--- config.mk ---
export PLATFORM = sky130hd
export DESIGN_NAME = out_port_tx_flat
export DESIGN_NICKNAME = d
export VERILOG_FILES = /design/src/rtl/cpu_pkg.sv /design/src/rtl/out_port_tx_if.sv /design/src/rtl/out_fifo.sv /design/src/rtl/out_port_tx.sv /design/src/flat_wrapper.sv
export SDC_FILE = /design/constraint.sdc
export NUM_CORES = 1
export LEC_CHECK = 0
export ABC_AREA = 1
export CAP_MARGIN = 20
export CORE_AREA = 3 3 99 101
export DETAILED_ROUTE_END_ITERATION = 8
export DIE_AREA = 0 0 102 104
export HOLD_SLACK_MARGIN = 0.06
export SYNTH_ARGS = -nofsm -noshare
export SYNTH_HDL_FRONTEND = slang
export SYNTH_SLANG_ARGS = --single-unit
--- constraint.sdc ---
create_clock -name CLK -period 2.4 [get_ports CLK]
set_input_delay 0.48 -clock CLK [delete_from_list [all_inputs] [get_ports CLK]]
set_output_delay 0.48 -clock CLK [all_outputs]
set_load 0.05 [all_outputs]
--- src/rtl/cpu_pkg.sv ---
// Types and widths shared by the CPU datapath and its output-port consumers.
package cpu_pkg;

    localparam int unsigned DATA_W = 8;

    typedef enum logic [1:0] {
        TX_IDLE,
        TX_START,
        TX_DATA,
        TX_STOP
    } tx_state_t;

endpackage

--- src/rtl/out_port_tx_if.sv ---
// Bundle between the CPU output register and the UART serialiser.
interface out_port_tx_if #(
    parameter int unsigned FIFO_DEPTH = 4
);
    import cpu_pkg::*;

    localparam int unsigned CNT_W = $clog2(FIFO_DEPTH) + 1;

    logic [DATA_W-1:0] cpu_out;
    logic              enable;
    logic              tx;
    logic              busy;
    logic              overflow;
    logic [CNT_W-1:0]  fifo_count;

    modport master (
        output cpu_out, enable,
        input  tx, busy, overflow, fifo_count
    );

    modport slave (
        input  cpu_out, enable,
        output tx, busy, overflow, fifo_count
    );

endinterface

--- src/rtl/out_fifo.sv ---
// Small synchronous FIFO; head entry is readable combinationally on dout.
module out_fifo #(
    parameter int unsigned WIDTH = 8,
    parameter int unsigned DEPTH = 4
) (
    input  logic                   CLK,
    input  logic                   reset,
    input  logic                   push,
    input  logic                   pop,
    input  logic [WIDTH-1:0]       din,
    output logic [WIDTH-1:0]       dout,
    output logic [$clog2(DEPTH):0] count,
    output logic                   full,
    output logic                   empty
);
    localparam int unsigned PTR_W = $clog2(DEPTH);
    localparam int unsigned CNT_W = PTR_W + 1;

    logic [WIDTH-1:0] mem [DEPTH];
    logic [PTR_W-1:0] wr_ptr;
    logic [PTR_W-1:0] rd_ptr;
    logic             do_push;
    logic             do_pop;

    assign full    = (count == CNT_W'(DEPTH));
    assign empty   = (count == '0);
    assign do_push = push && !full;
    assign do_pop  = pop && !empty;
    assign dout    = mem[rd_ptr];

    // Storage needs no reset; occupancy alone decides what is valid.
    always_ff @(posedge CLK) begin
        if (do_push) mem[wr_ptr] <= din;
    end

    always_ff @(posedge CLK) begin
        if (reset) begin
            wr_ptr <= '0;
            rd_ptr <= '0;
            count  <= '0;
        end else begin
            if (do_push) wr_ptr <= wr_ptr + PTR_W'(1);
            if (do_pop)  rd_ptr <= rd_ptr + PTR_W'(1);
            case ({do_push, do_pop})
                2'b10:   count <= count + CNT_W'(1);
                2'b01:   count <= count - CNT_W'(1);
                default: count <= count;
            endcase
        end
    end

endmodule

--- src/rtl/out_port_tx.sv ---
// Captures changes on the CPU output register, queues them, and sends each
// queued byte as a UART 8N1 frame on tx.
module out_port_tx
    import cpu_pkg::*;
#(
    parameter int unsigned CLKS_PER_BIT = 16,
    parameter int unsigned FIFO_DEPTH   = 4
) (
    input  logic         CLK,
    input  logic         reset,
    out_port_tx_if.slave bus
);
    localparam int unsigned         CNT_W     = $clog2(FIFO_DEPTH) + 1;
    localparam int unsigned         BAUD_W    = $clog2(CLKS_PER_BIT);
    localparam logic [BAUD_W-1:0]   BAUD_LAST = BAUD_W'(CLKS_PER_BIT - 1);

    tx_state_t         state;
    logic [DATA_W-1:0] prev;
    logic [DATA_W-1:0] shreg;
    logic [DATA_W-1:0] fifo_dout;
    logic [BAUD_W-1:0] baud;
    logic [2:0]        bit_idx;
    logic [CNT_W-1:0]  fifo_count;
    logic              fifo_full;
    logic              fifo_empty;
    logic              capture_c;
    logic              pop_c;
    logic              tx_q;
    logic              busy_q;
    logic              overflow_q;

    assign capture_c = bus.enable && (bus.cpu_out != prev);
    assign pop_c     = (state == TX_IDLE) && !fifo_empty;

    out_fifo #(
        .WIDTH (DATA_W),
        .DEPTH (FIFO_DEPTH)
    ) u_fifo (
        .CLK   (CLK),
        .reset (reset),
        .push  (capture_c),
        .pop   (pop_c),
        .din   (bus.cpu_out),
        .dout  (fifo_dout),
        .count (fifo_count),
        .full  (fifo_full),
        .empty (fifo_empty)
    );

    // A capture that finds the FIFO full is lost even if a pop frees a slot.
    always_ff @(posedge CLK) begin
        if (reset) begin
            prev       <= '0;
            overflow_q <= 1'b0;
        end else begin
            if (bus.enable)              prev       <= bus.cpu_out;
            if (capture_c && fifo_full)  overflow_q <= 1'b1;
        end
    end

    always_ff @(posedge CLK) begin
        if (reset) begin
            state   <= TX_IDLE;
            tx_q    <= 1'b1;
            busy_q  <= 1'b0;
            shreg   <= '0;
            baud    <= '0;
            bit_idx <= '0;
        end else begin
            case (state)
                TX_IDLE: begin
                    if (pop_c) begin
                        shreg   <= fifo_dout;
                        baud    <= '0;
                        bit_idx <= '0;
                        tx_q    <= 1'b0;
                        busy_q  <= 1'b1;
                        state   <= TX_START;
                    end
                end
                TX_START: begin
                    if (baud == BAUD_LAST) begin
                        baud  <= '0;
                        tx_q  <= shreg[0];
                        state <= TX_DATA;
                    end else begin
                        baud <= baud + BAUD_W'(1);
                    end
                end
                TX_DATA: begin
                    if (baud == BAUD_LAST) begin
                        baud <= '0;
                        if (bit_idx == 3'd7) begin
                            tx_q  <= 1'b1;
                            state <= TX_STOP;
                        end else begin
                            shreg   <= shreg >> 1;
                            tx_q    <= shreg[1];
                            bit_idx <= bit_idx + 3'd1;
                        end
                    end else begin
                        baud <= baud + BAUD_W'(1);
                    end
                end
                TX_STOP: begin
                    if (baud == BAUD_LAST) begin
                        baud   <= '0;
                        busy_q <= 1'b0;
                        state  <= TX_IDLE;
                    end else begin
                        baud <= baud + BAUD_W'(1);
                    end
                end
                default: state <= TX_IDLE;
            endcase
        end
    end

    assign bus.tx         = tx_q;
    assign bus.busy       = busy_q;
    assign bus.overflow   = overflow_q;
    assign bus.fifo_count = fifo_count;

endmodule
--- src/flat_wrapper.sv ---
// flat-port wrapper written by rule: the top's interface ports become plain ports
module out_port_tx_flat import cpu_pkg::*;
#(
    parameter int unsigned CLKS_PER_BIT = 16,
    parameter int unsigned FIFO_DEPTH   = 4
)
  (CLK, reset, bus_cpu_out, bus_enable, bus_tx, bus_busy, bus_overflow, bus_fifo_count);
  out_port_tx_if #(.FIFO_DEPTH(FIFO_DEPTH)) bus_i ();
  input  logic CLK;
  input  logic reset;
  input wire logic [$bits(bus_i.cpu_out)-1:0] bus_cpu_out;
  input wire logic [$bits(bus_i.enable)-1:0] bus_enable;
  output wire logic [$bits(bus_i.tx)-1:0] bus_tx;
  output wire logic [$bits(bus_i.busy)-1:0] bus_busy;
  output wire logic [$bits(bus_i.overflow)-1:0] bus_overflow;
  output wire logic [$bits(bus_i.fifo_count)-1:0] bus_fifo_count;
  assign bus_i.cpu_out = bus_cpu_out;
  assign bus_i.enable = bus_enable;
  assign bus_tx = bus_i.tx;
  assign bus_busy = bus_i.busy;
  assign bus_overflow = bus_i.overflow;
  assign bus_fifo_count = bus_i.fifo_count;
  out_port_tx #(.CLKS_PER_BIT(CLKS_PER_BIT), .FIFO_DEPTH(FIFO_DEPTH)) u_core (.CLK(CLK), .reset(reset), .bus(bus_i));
endmodule
==> key figures, run 1 <==
Status
  • Status: completed

Logic synthesis
  • Post-synthesis register bit count: 69
  • Avg Cell Area, Syn: 9.29 um2
  • Synth area leaders: edfxtp_1, dfxtp_1, nand2_1, ha_1, a21oi_1
  • Main synth FF type: dfxtp_1
  • Synthesized instance count: 333
  • Async S/R FF share, synth: 0%
  • Synthesized Nets: 358
  • Post-synth top area cell: edfxtp_1
  • Mapped Area: 3090 um2
  • Register area share after synthesis: 55.0%
  • Area share of the largest cell type after synthesis: 31.1%
  • Post-synth EDFFs: 32
  • Synth unique cells: 31
  • Yosys warning count: 0

Global routing
  • GRT overflow: 0
  • Met1 usage: 15.4%
  • Largest net degree at the start of global routing: 18
  • First-pass GRT wire length: 10100 um
  • Top Usage Layer GRT: met2
  • M2 GR Usage: 19.5%
  • GR Util met3: 3.62%
  • Vias in the first global route: 2190
  • Initial antenna violation count: 0
  • All-layer global routing usage: 12.2%

Clock tree
  • CTS Buffer Depth: 2
  • Clock Latency Late Sink: 0.34 ns
  • Hold buffers post-CTS: 0
  • Clock slew at reported path FFs: 0.07 ns
  • CTS H-tree depth: 3
  • Clock root cell: clkbuf_8
  • CTS tree: yes
  • Inserted Clock Buffers: 9
  • Total clock sinks: 69

Route
  • First-pass detailed-route iteration total: 4
  • Routed wire length: 6120 um
  • Drt wl/cell: 12.5 um
  • Routed via count: 2339
  • DRC Markers: 0
  • Post-route ant nets: 0
  • Initial DRC Count: 113
  • Vias/cell: 4.76

Finish
  • Most common cell after layout, fill and taps aside: nand2_1
  • Multi-input logic area: 1200 um2
  • # fillers: 901
  • Final Non-Filler Cells: 491
  • Nets: 400
  • Area delta synth->final: 21.5%
  • Diode count: 0
  • Layout cell share with drive strength beyond 1: 16.6%
  • Commonest non-fill, non-tap cells in the layout: nand2_1, dfxtp_1, inv_1
  • Sequential cell area: 1700 um2

STA
  • Maximum clock frequency: 0.466 GHz
  • Min Tclk post-route: 2.15 ns
  • Share of the clock period used by the worst path: 89.4%
  • Final Hold Violating Endpoints: 0
  • Clk_skew: 0.00544 ns
  • Unrepaired setup endpoints after global routing: false
  • Slew HR: 64.9%
  • Final setup vio count: 0
  • Fin. max-slew vios: 0
  • Slew at the pin closest to its max-slew limit: 0.527 ns
  • Hold_ws: 0.463 ns

Floorplan
  • Core Footprint: 9110 um2
  • Initial Util: 34.0%
  • DIE HEIGHT: 104 um
  • I/O pin cnt: 17
  • Rows: 35
  • Die X: 102 um
  • Die ar.: 10600 um2

Setup path
  • R2R setup slack: 0.36 ns
  • Critical Path Slowest Stage Cell: clkdlybuf4s50_1
  • CP Launch Type: input port
  • Crit path kind: input port to flop
  • Critical path capture point type: flop
  • Crit-path cells: clkdlybuf4s50_1 > xnor2_1 > nand2_1 > nor2_1 > nand2_1 > nand3_1 > ha_2 > fa_2 > a21oi_2 > o21a_1 > o21ai_0 > a21oi_1
  • Critical Path AT: 2.43 ns
  • Worst endpoint required time: 2.68 ns
  • Most frequent CP cell: nand2_1
  • CP Max Fanout: 2
  • Worst path max stage delay: 0.45 ns

Placement
  • I/O Buffers: 16
  • DP HPWL: 4300 um
  • Global placer's final weighted congestion: 0.734
  • Placed Cells incl. Taps: 474

Run
  • Max_cap viols: 0

Hold path
  • Worst Hold Class: flop to flop

Pwr
  • Total power draw: 0.00409 W
  • Leak pwr: 1.58 nW
  • Power Density: 1090 nW/um2
  • VDD IR max: 0.000616 V
routing by layer:
| layer | vias up | wire length [um] |
|---|---|---|
| met4 | 0 | 63 |
| li1 | 1203 | - |
| met5 | - | 0 |
| met1 | 1101 | 2940 |
| met3 | 5 | 180 |
| met2 | 30 | 2940 |
cell type report:
cell class	instances	share of cell area, %
clock buffers	13	4.49
clock inverters	3	1.10
inverters	39	3.96
multi-input cells	215	32.0
flip-flops and latches	69	45.3
well taps	111	3.70
repair buffers	41	9.49
sequential cells by signal, indices dropped and copies added, names as in the netlist, 2 cells and up, named ones only:
| signal | cells |
|---|---|
| u_core.bit_idx | 3 |
| u_core.u_fifo.rd_ptr | 2 |
| u_core.state | 2 |
| u_core.u_fifo.mem | 32 |
| u_core.shreg | 8 |
| u_core.u_fifo.count | 3 |
| u_core.prev | 8 |
| u_core.u_fifo.wr_ptr | 2 |
| u_core.baud | 4 |
cells in the mapped netlist, types with 2 or more instances:
cell type and count:
a21oi_1 29, inv_2 2, buf_2 3, clkbuf_1 6
nand3_2 5, xnor2_1 4, nand3_1 4, ha_1 13
nand4_1 3, inv_1 36, nand2_1 56, a21oi_2 8
o21ai_1 14, o22ai_1 7, dfxtp_1 37, edfxtp_1 32
nor2_1 35, o21ai_0 26
metrics by stage:
step                worst slack, ns  util (%)  area (um2)  TNS (ns)
floorplan                    0.0899         -        3090         0
global placement             -0.275      38.7        3520    -0.394
detailed placement           -0.390      38.7        3520    -0.562
CTS                          0.0502      41.0        3730         0
global route                  0.111      41.3        3760         0
finish                        0.255      41.3        3760         0
where the power goes:
group          leakage [nW]  internal [W]  total, W  switching, W
Combinational         0.871      0.000564   0.00151      0.000950
Sequential            0.599       0.00144   0.00158      0.000144
Clock                 0.110      0.000565  0.000997      0.000432
Total                  1.58       0.00257   0.00409       0.00153
logic make-up (layout without fill, tap and decap cells):
family | Yosys count | count (layout) | synth area share [%]
and+or+nand+nor | 108 | 108 | 15.3
AOI/OAI and AO/OA | 88 | 88 | 15.9
DFF | 69 | 69 | 55.0
buffers and inverters | 49 | 96 | 6.39
adders and majority gates | 14 | 14 | 5.91
xor gates and xnor gates | 5 | 5 | 1.42
worst max-delay path, delay by kind of cell:
kind	cells	cell delay (ns)
AOI/OAI and AO/OA	4	0.52
xor gates and xnor gates	1	0.14
adders and majority gates	2	0.56
buffers and inverters	1	0.45
and+or+nand+nor	4	0.28
what timing repair did:
action	4_1_cts	5_1_grt
gates resized for setup	1	7
endpoints found under the setup margin	1	1
setup buffers	0	1
final timing paths:
check        cells past startpoint                      to           startpoint
min reg2reg                      2     u_core.bus.overflow  u_core.bus.overflow
max reg2reg                     10  u_core.u_fifo.count[2]      u_core.state[1]
min                              2     u_core.bus.overflow  u_core.bus.overflow
max                             12  u_core.u_fifo.count[2]       bus_cpu_out[2]
Power figures use the tool's default switching activity.
==> inputs of run 2 (changes only) <==
- TNS_END_PERCENT: default -> 100
==> results of run 2 <==
Same layout as run 1: the final DEF is identical, and so are final timing and power.
==> inputs of run 3 (changes only) <==
- GPL_ROUTABILITY_DRIVEN: default -> 1
==> results of run 3 <==
Same layout as run 1: the final DEF is identical, and so are final timing and power.
